$ cat config.mk
export PLATFORM = sky130hd
export DESIGN_NAME = conv_encoder_punct
export DESIGN_NICKNAME = d
export VERILOG_FILES = /design/src/rtl/conv_encoder_punct.sv
export SDC_FILE = /design/constraint.sdc
export NUM_CORES = 1
export LEC_CHECK = 0
export CORE_MARGIN = 4
export CORE_UTILIZATION = 35
export DETAILED_ROUTE_END_ITERATION = 6
export HOLD_SLACK_MARGIN = 0.02
export PLACE_DENSITY = 0.67
export SLEW_MARGIN = 5
export SYNTH_ARGS = -nofsm -noshare
export SYNTH_HDL_FRONTEND = slang
export SYNTH_SLANG_ARGS = --single-unit
$ cat constraint.sdc
create_clock -name clk -period 2.03 [get_ports clk]
set_input_delay 0.406 -clock clk [delete_from_list [all_inputs] [get_ports clk]]
set_output_delay 0.406 -clock clk [all_outputs]
set_load 0.01 [all_outputs]
$ cat src/rtl/conv_encoder_punct.sv
// -----------------------------------------------------------------------------
// conv_encoder_punct
//
// Rate-1/2 convolutional encoder for the TX bit path, followed by 802.11
// puncturing to rate 1/2, 2/3 or 3/4 and a two-entry serialiser. It sits between
// the scrambler and the interleaver. Every accepted input bit yields one or two
// coded bits, and those leave one per cycle under valid/ready flow control.
//
// A frame starts on an accepted bit with in_first set. That bit resets the
// encoder state and the puncture phase, and latches the rate select for the
// whole frame. Coded bits of an earlier frame that are still buffered drain
// first, in order.
//
// Parameters
//   K    constraint length; the encoder state holds K-1 past bits
//   G0   generator polynomial for coded output A (MSB taps the current bit)
//   G1   generator polynomial for coded output B (MSB taps the current bit)
//
// Ports
//   clk        in   1  clock; all state changes on the rising edge
//   rst        in   1  synchronous reset, active high
//   rate       in   2  00=1/2, 01=2/3, 10=3/4, 11=1/2; sampled on an accepted in_first
//   in_valid   in   1  input bit valid
//   in_ready   out  1  encoder accepts an input bit this cycle
//   in_bit     in   1  uncoded data bit
//   in_first   in   1  first bit of a frame (qualified by in_valid)
//   in_last    in   1  last bit of a frame (qualified by in_valid)
//   out_valid  out  1  coded bit valid
//   out_ready  in   1  downstream accepts the coded bit
//   out_bit    out  1  coded bit
//   out_last   out  1  final coded bit of the frame
// -----------------------------------------------------------------------------
module conv_encoder_punct #(
  parameter int unsigned    K  = 7,
  parameter logic [K-1:0]   G0 = 7'o133,
  parameter logic [K-1:0]   G1 = 7'o171
) (
  input  logic       clk,
  input  logic       rst,
  input  logic [1:0] rate,
  input  logic       in_valid,
  output logic       in_ready,
  input  logic       in_bit,
  input  logic       in_first,
  input  logic       in_last,
  output logic       out_valid,
  input  logic       out_ready,
  output logic       out_bit,
  output logic       out_last
);

  // Rate-select codes. 2'b11 does not appear here because it is folded into 1/2.
  localparam logic [1:0] RATE_1_2 = 2'b00;
  localparam logic [1:0] RATE_2_3 = 2'b01;
  localparam logic [1:0] RATE_3_4 = 2'b10;

  // Fill level of the output serialiser.
  typedef enum logic [1:0] {
    BUF_EMPTY = 2'd0,
    BUF_ONE   = 2'd1,
    BUF_TWO   = 2'd2
  } buf_state_t;

  // ---------------------------------------------------------------------------
  // Registers
  // ---------------------------------------------------------------------------
  logic [K-2:0] r_sr;       // past input bits; r_sr[K-2] is the most recent one
  logic [1:0]   r_ph;       // puncture phase of the next non-first bit
  logic [1:0]   r_rate_q;   // normalised rate of the current frame
  logic         r_last_q;   // buffered bits belong to a frame's last input bit
  logic [1:0]   r_hold;     // r_hold[0] is on out_bit; r_hold[1] goes out next
  buf_state_t   r_buf;      // number of valid entries in r_hold

  // ---------------------------------------------------------------------------
  // Combinational signals
  // ---------------------------------------------------------------------------
  logic         w_fire_in;
  logic         w_fire_out;
  logic [K-1:0] w_window;   // {current bit, past bits}, aligned with G0/G1
  logic         w_a;
  logic         w_b;
  logic [1:0]   w_rate_eff; // rate that applies to the bit being accepted
  logic [1:0]   w_ph_eff;   // phase that applies to the bit being accepted
  logic [1:0]   w_ph_next;
  logic [1:0]   w_kept;     // kept coded bits; w_kept[0] is sent first
  logic         w_kept_two; // 1: both A and B are kept, 0: only w_kept[0]
  buf_state_t   w_buf_next;

  // ---------------------------------------------------------------------------
  // Handshakes
  // ---------------------------------------------------------------------------
  // A new bit may load only when the buffer will be empty at the next edge:
  // it is already empty, or its last entry leaves this cycle. Buffering a
  // third bit would need another hold stage, and rate 1/2 cannot use it
  // anyway because each input bit already takes two output cycles.
  assign in_ready   = ~rst & ((r_buf == BUF_EMPTY) |
                              ((r_buf == BUF_ONE) & out_ready));
  assign out_valid  = ~rst & (r_buf != BUF_EMPTY);
  assign out_bit    = ~rst & r_hold[0];
  assign out_last   = out_valid & r_last_q & (r_buf == BUF_ONE);

  assign w_fire_in  = in_valid & in_ready;
  assign w_fire_out = out_valid & out_ready;

  // ---------------------------------------------------------------------------
  // Encoder
  // ---------------------------------------------------------------------------
  // A frame-start bit behaves as if all earlier bits were zero. The
  // registered state is never cleared separately, so a new frame can follow
  // the previous one directly without an idle cycle.
  assign w_window = in_first ? {in_bit, {(K-1){1'b0}}} : {in_bit, r_sr};
  assign w_a      = ^(w_window & G0);
  assign w_b      = ^(w_window & G1);

  // ---------------------------------------------------------------------------
  // Puncturing
  // ---------------------------------------------------------------------------
  // NOTE: an always_comb block assigns every output before any branch. A
  // path that leaves an output unassigned would make synthesis infer a latch.
  always_comb begin
    w_rate_eff = in_first ? rate : r_rate_q;
    if (w_rate_eff == 2'b11) begin
      w_rate_eff = RATE_1_2;
    end
    w_ph_eff   = in_first ? 2'd0 : r_ph;

    w_kept     = {w_b, w_a};
    w_kept_two = 1'b1;
    w_ph_next  = 2'd0;

    case (w_rate_eff)
      RATE_2_3: begin
        // Pattern A,B | A
        if (w_ph_eff == 2'd0) begin
          w_ph_next = 2'd1;
        end else begin
          w_kept     = {1'b0, w_a};
          w_kept_two = 1'b0;
        end
      end
      RATE_3_4: begin
        // Pattern A,B | A | B
        case (w_ph_eff)
          2'd0: begin
            w_ph_next = 2'd1;
          end
          2'd1: begin
            w_kept     = {1'b0, w_a};
            w_kept_two = 1'b0;
            w_ph_next  = 2'd2;
          end
          default: begin
            w_kept     = {1'b0, w_b};
            w_kept_two = 1'b0;
          end
        endcase
      end
      default: ; // rate 1/2 keeps both bits and has only one phase
    endcase
  end

  // ---------------------------------------------------------------------------
  // Encoder state, phase and frame context
  // ---------------------------------------------------------------------------
  // NOTE: registers take non-blocking assignments, so every block reads the
  // values from before the clock edge, whatever order the blocks run in.
  always_ff @(posedge clk) begin
    if (rst) begin
      r_sr     <= '0;
      r_ph     <= 2'd0;
      r_rate_q <= RATE_1_2;
      r_last_q <= 1'b0;
    end else if (w_fire_in) begin
      r_sr     <= w_window[K-1:1];
      r_ph     <= w_ph_next;
      r_rate_q <= w_rate_eff;  // does not change except on a frame-start bit
      r_last_q <= in_last;
    end
  end

  // ---------------------------------------------------------------------------
  // Output serialiser: state register and next-state logic
  // ---------------------------------------------------------------------------
  always_ff @(posedge clk) begin
    if (rst) begin
      r_buf <= BUF_EMPTY;
    end else begin
      r_buf <= w_buf_next;
    end
  end

  always_comb begin
    w_buf_next = r_buf;
    if (w_fire_in) begin
      // A load only happens on an empty buffer or together with its final
      // drain, so the new fill level is just the number of kept bits.
      w_buf_next = w_kept_two ? BUF_TWO : BUF_ONE;
    end else if (w_fire_out) begin
      case (r_buf)
        BUF_TWO: w_buf_next = BUF_ONE;
        default: w_buf_next = BUF_EMPTY;
      endcase
    end
  end

  // Hold data. Clearing it on reset keeps out_bit at 0 after a reset.
  always_ff @(posedge clk) begin
    if (rst) begin
      r_hold <= 2'b00;
    end else if (w_fire_in) begin
      r_hold <= w_kept;
    end else if (w_fire_out && (r_buf == BUF_TWO)) begin
      r_hold <= {1'b0, r_hold[1]};
    end
  end

endmodule

==> reports/results.ini <==
[cts]
clock-sinks = 15
insertion_delay_ps = 280
cts_htree_levels = 1
clock_path_buffers = 2
cts_tree = built
clock-root-buffer = clkbuf_4
cts.clk_slew.worst_paths_ps = 90
hold_buffers = 0
cts_buffers = 3

[critical_path]
setup.worst_path.end_class = output port
worst-setup-path-type = primary input to output port
worst-endpoint-arrival_ps = 1500
reg2regPathDepth = 6
worstSetupStartpointType = primary input
required_ps = 1620
cp_max_fo = 8

[timing]
slew_headroom = 0.782
fmax_mhz = 526
setup_viol = 0
fin_setup_tns_ps = 0
rsz0062_at_grt = no
hold_viol = 0
tightest_slew_ps = 325
finalCritPeriodShare = 0.937
period_minus_slack_ps = 1900
skew_ps = 2.73
finalWorstSetupSlack_ps = 127
slew_viol_final = 0

[route]
vias_per_cell = 4.94
ant_nets = 0
wirelength_mm = 1.82
routedWlPerCell_um = 11.7
drc = 0
drt_iter0_markers = 20
drt_pass1_iterations = 4
num_vias = 770

[synthesis]
syn_inst = 103
synth_cell_type_count = 26
synth_top_family_by_area = simple AND/OR/NAND/NOR gates
synth-simple-area-share = 0.264
muxShareOfSynthArea = 0.0488
ys_seq_area_frac = 0.366
synth_top_area_share = 0.366
syn_nets = 115
ys_ff_latch = 15
yosys_warnings = 0
syn_avg_cell_area_sq_um = 7.97
yosys.area_share.xor_xnor = 0.0930
netlist_area_sq_um = 821
synth-compound-area-share = 0.139
synth.top_cells.by_area = dfxtp_1 37%, nor2_1 7.8%, a21oi_1 7.3%, nand2_1 5.5%, mux2i_1 4.9%
synthAdderAreaFrac = 0.0457
synth_area_leader_cell = dfxtp_1

[final_layout]
fillers = 237
antenna_cells = 0
fin_nets = 141
syn_to_final_growth_pct = 33.1
layout-drive-gt1-share = 0.156

[global_route]
grt_pass1_vias = 724
antenna_found_initial = 0
grt_max_degree = 12
grt-ovfl-total = 0
grt_pass1_wl_mm = 3.18
grt_util_all_layers = 0.127

[pwr]
irDropWorstVdd_mv = 0.363
finalPower_uw = 615
power_density_nw_per_um2 = 563
power.leakage_uw = 0.000443

[floorplanning]
die_h_um = 56.4
start_util = 0.371
coreArea_sq_um = 2210
rows = 17
die_w_um = 56.4
ios = 13
dieArea_sq_um = 3180

[placement]
port_buffers = 12
gp_congestion = 0.775
hpwlAfterDp_mm = 1.42
preCtsSetupSlack_ps = -233

[hold_path]
hp-class = flip-flop to flip-flop
hold_path_depth = 2

[run]
cap_violations = 0

[outcome]
outcome = completed

cells in the mapped netlist:
cell type,number
nor2_1,17
dfxtp_1,15
a21oi_1,12
nand2_1,12
nor3b_1,5
inv_1,4
mux2i_1,4
xnor2_1,4
buf_1,3
ha_1,3
nand2b_1,3
nor3_1,3
buf_2,2
nand3_1,2
o32ai_1,2
xor2_1,2
and2_1,1
and3_1,1
nand3b_1,1
nor2b_1,1
o21a_1,1
o21ai_0,1
o21ba_1,1
o22ai_1,1
o31ai_1,1
xnor3_2,1
path summary, 6_finish.rpt:
path	to	from	slack, ps
max	out_valid	rst	130
min	r_last_q	r_last_q	460
max reg2reg	r_hold[0]	r_sr[0]	440
min reg2reg	r_last_q	r_last_q	460
cells in the final DEF, fill, tap and decap left out:
| master | netlist | final |
|---|---|---|
| a21oi_1 | 12 | 12 |
| and2_1 | 1 | 1 |
| and3_1 | 1 | 1 |
| buf_4 | 0 | 14 |
| clkbuf_1 | 0 | 1 |
| clkbuf_4 | 0 | 3 |
| clkdlybuf4s50_1 | 0 | 9 |
| dfxtp_1 | 15 | 15 |
| dlygate4sd2_1 | 0 | 2 |
| dlymetal6s2s_1 | 0 | 1 |
| ha_1 | 3 | 3 |
| inv_1 | 4 | 4 |
| mux2i_1 | 4 | 3 |
| mux2i_2 | 0 | 1 |
| nand2_1 | 12 | 12 |
| nand2b_1 | 3 | 3 |
| nand3_1 | 2 | 2 |
| nand3b_1 | 1 | 1 |
| nor2_1 | 17 | 16 |
| nor2_2 | 0 | 1 |
| nor2b_1 | 1 | 1 |
| nor3_1 | 3 | 3 |
| nor3b_1 | 5 | 5 |
| o21a_1 | 1 | 1 |
| o21ai_0 | 1 | 1 |
| o21ba_1 | 1 | 1 |
| o22ai_1 | 1 | 1 |
| o31ai_1 | 1 | 1 |
| o32ai_1 | 2 | 2 |
| xnor2_1 | 4 | 4 |
| xnor3_2 | 1 | 1 |
| xor2_1 | 2 | 2 |
metal layers:
| layer | wire, um | GRT usage | up-vias |
|---|---|---|---|
| li1 | - | - | 399 |
| met4 | 15 | 0.0610 | 0 |
| met5 | 0 | 0 | - |
| met3 | 97 | 0.0368 | 4 |
| met1 | 842 | 0.158 | 350 |
| met2 | 865 | 0.198 | 17 |
critical path: stages:
cell	delay, ps
dlygate4sd2_1	280
buf_4	180
nor2_1	100
clkdlybuf4s50_1	530
state kept, by name, indices dropped and copies added, names as in the netlist:
| name | count |
|---|---|
| r_buf | 2 |
| r_ph | 2 |
| r_rate_q | 2 |
| r_hold | 2 |
| r_last_q | 1 |
| r_sr | 6 |
report_power, final:
group | internal (uW) | switching, uW | total, uW
Sequential | 305 | 7.57 | 312
Combinational | 69.8 | 61.9 | 132
Clock | 76.3 | 95.2 | 171
per-stage QoR:
step,area [sq um],instances,utilization,hold WS (ps)
5_1_grt,1090,156,0.494,479
6_report,1090,156,0.494,458
2_1_floorplan,821,103,-,432
3_3_place_gp,1060,152,0.479,443
4_1_cts,1090,156,0.491,458
3_5_place_dp,1060,152,0.479,445
what timing repair did:
action,in CTS,in global routing
buffers inserted,0,0
pin swaps,0,0
resized for setup,3,2
setup endpoints to repair,4,3
endpoints found under the hold margin,0,0
cell type report:
class                      instances  area, sq um  area share
multi-input combinational         79          490       0.449
sequential                        15          300       0.275
timing repair buffer              26          225       0.206
tap                               28         35.0      0.0321
clock buffer                       4         26.3      0.0241
inverter                           4         15.0      0.0137
cells by family (layout without fill, tap and decap cells):
logic type / Yosys count / after routing
flops: 15 / 15
xor+xnor: 7 / 7
mux: 4 / 4
fa+ha+maj: 3 / 3
buf+inv: 9 / 34
simple gates: 46 / 46
compound gates: 19 / 19
Power figures use the tool's default switching activity.
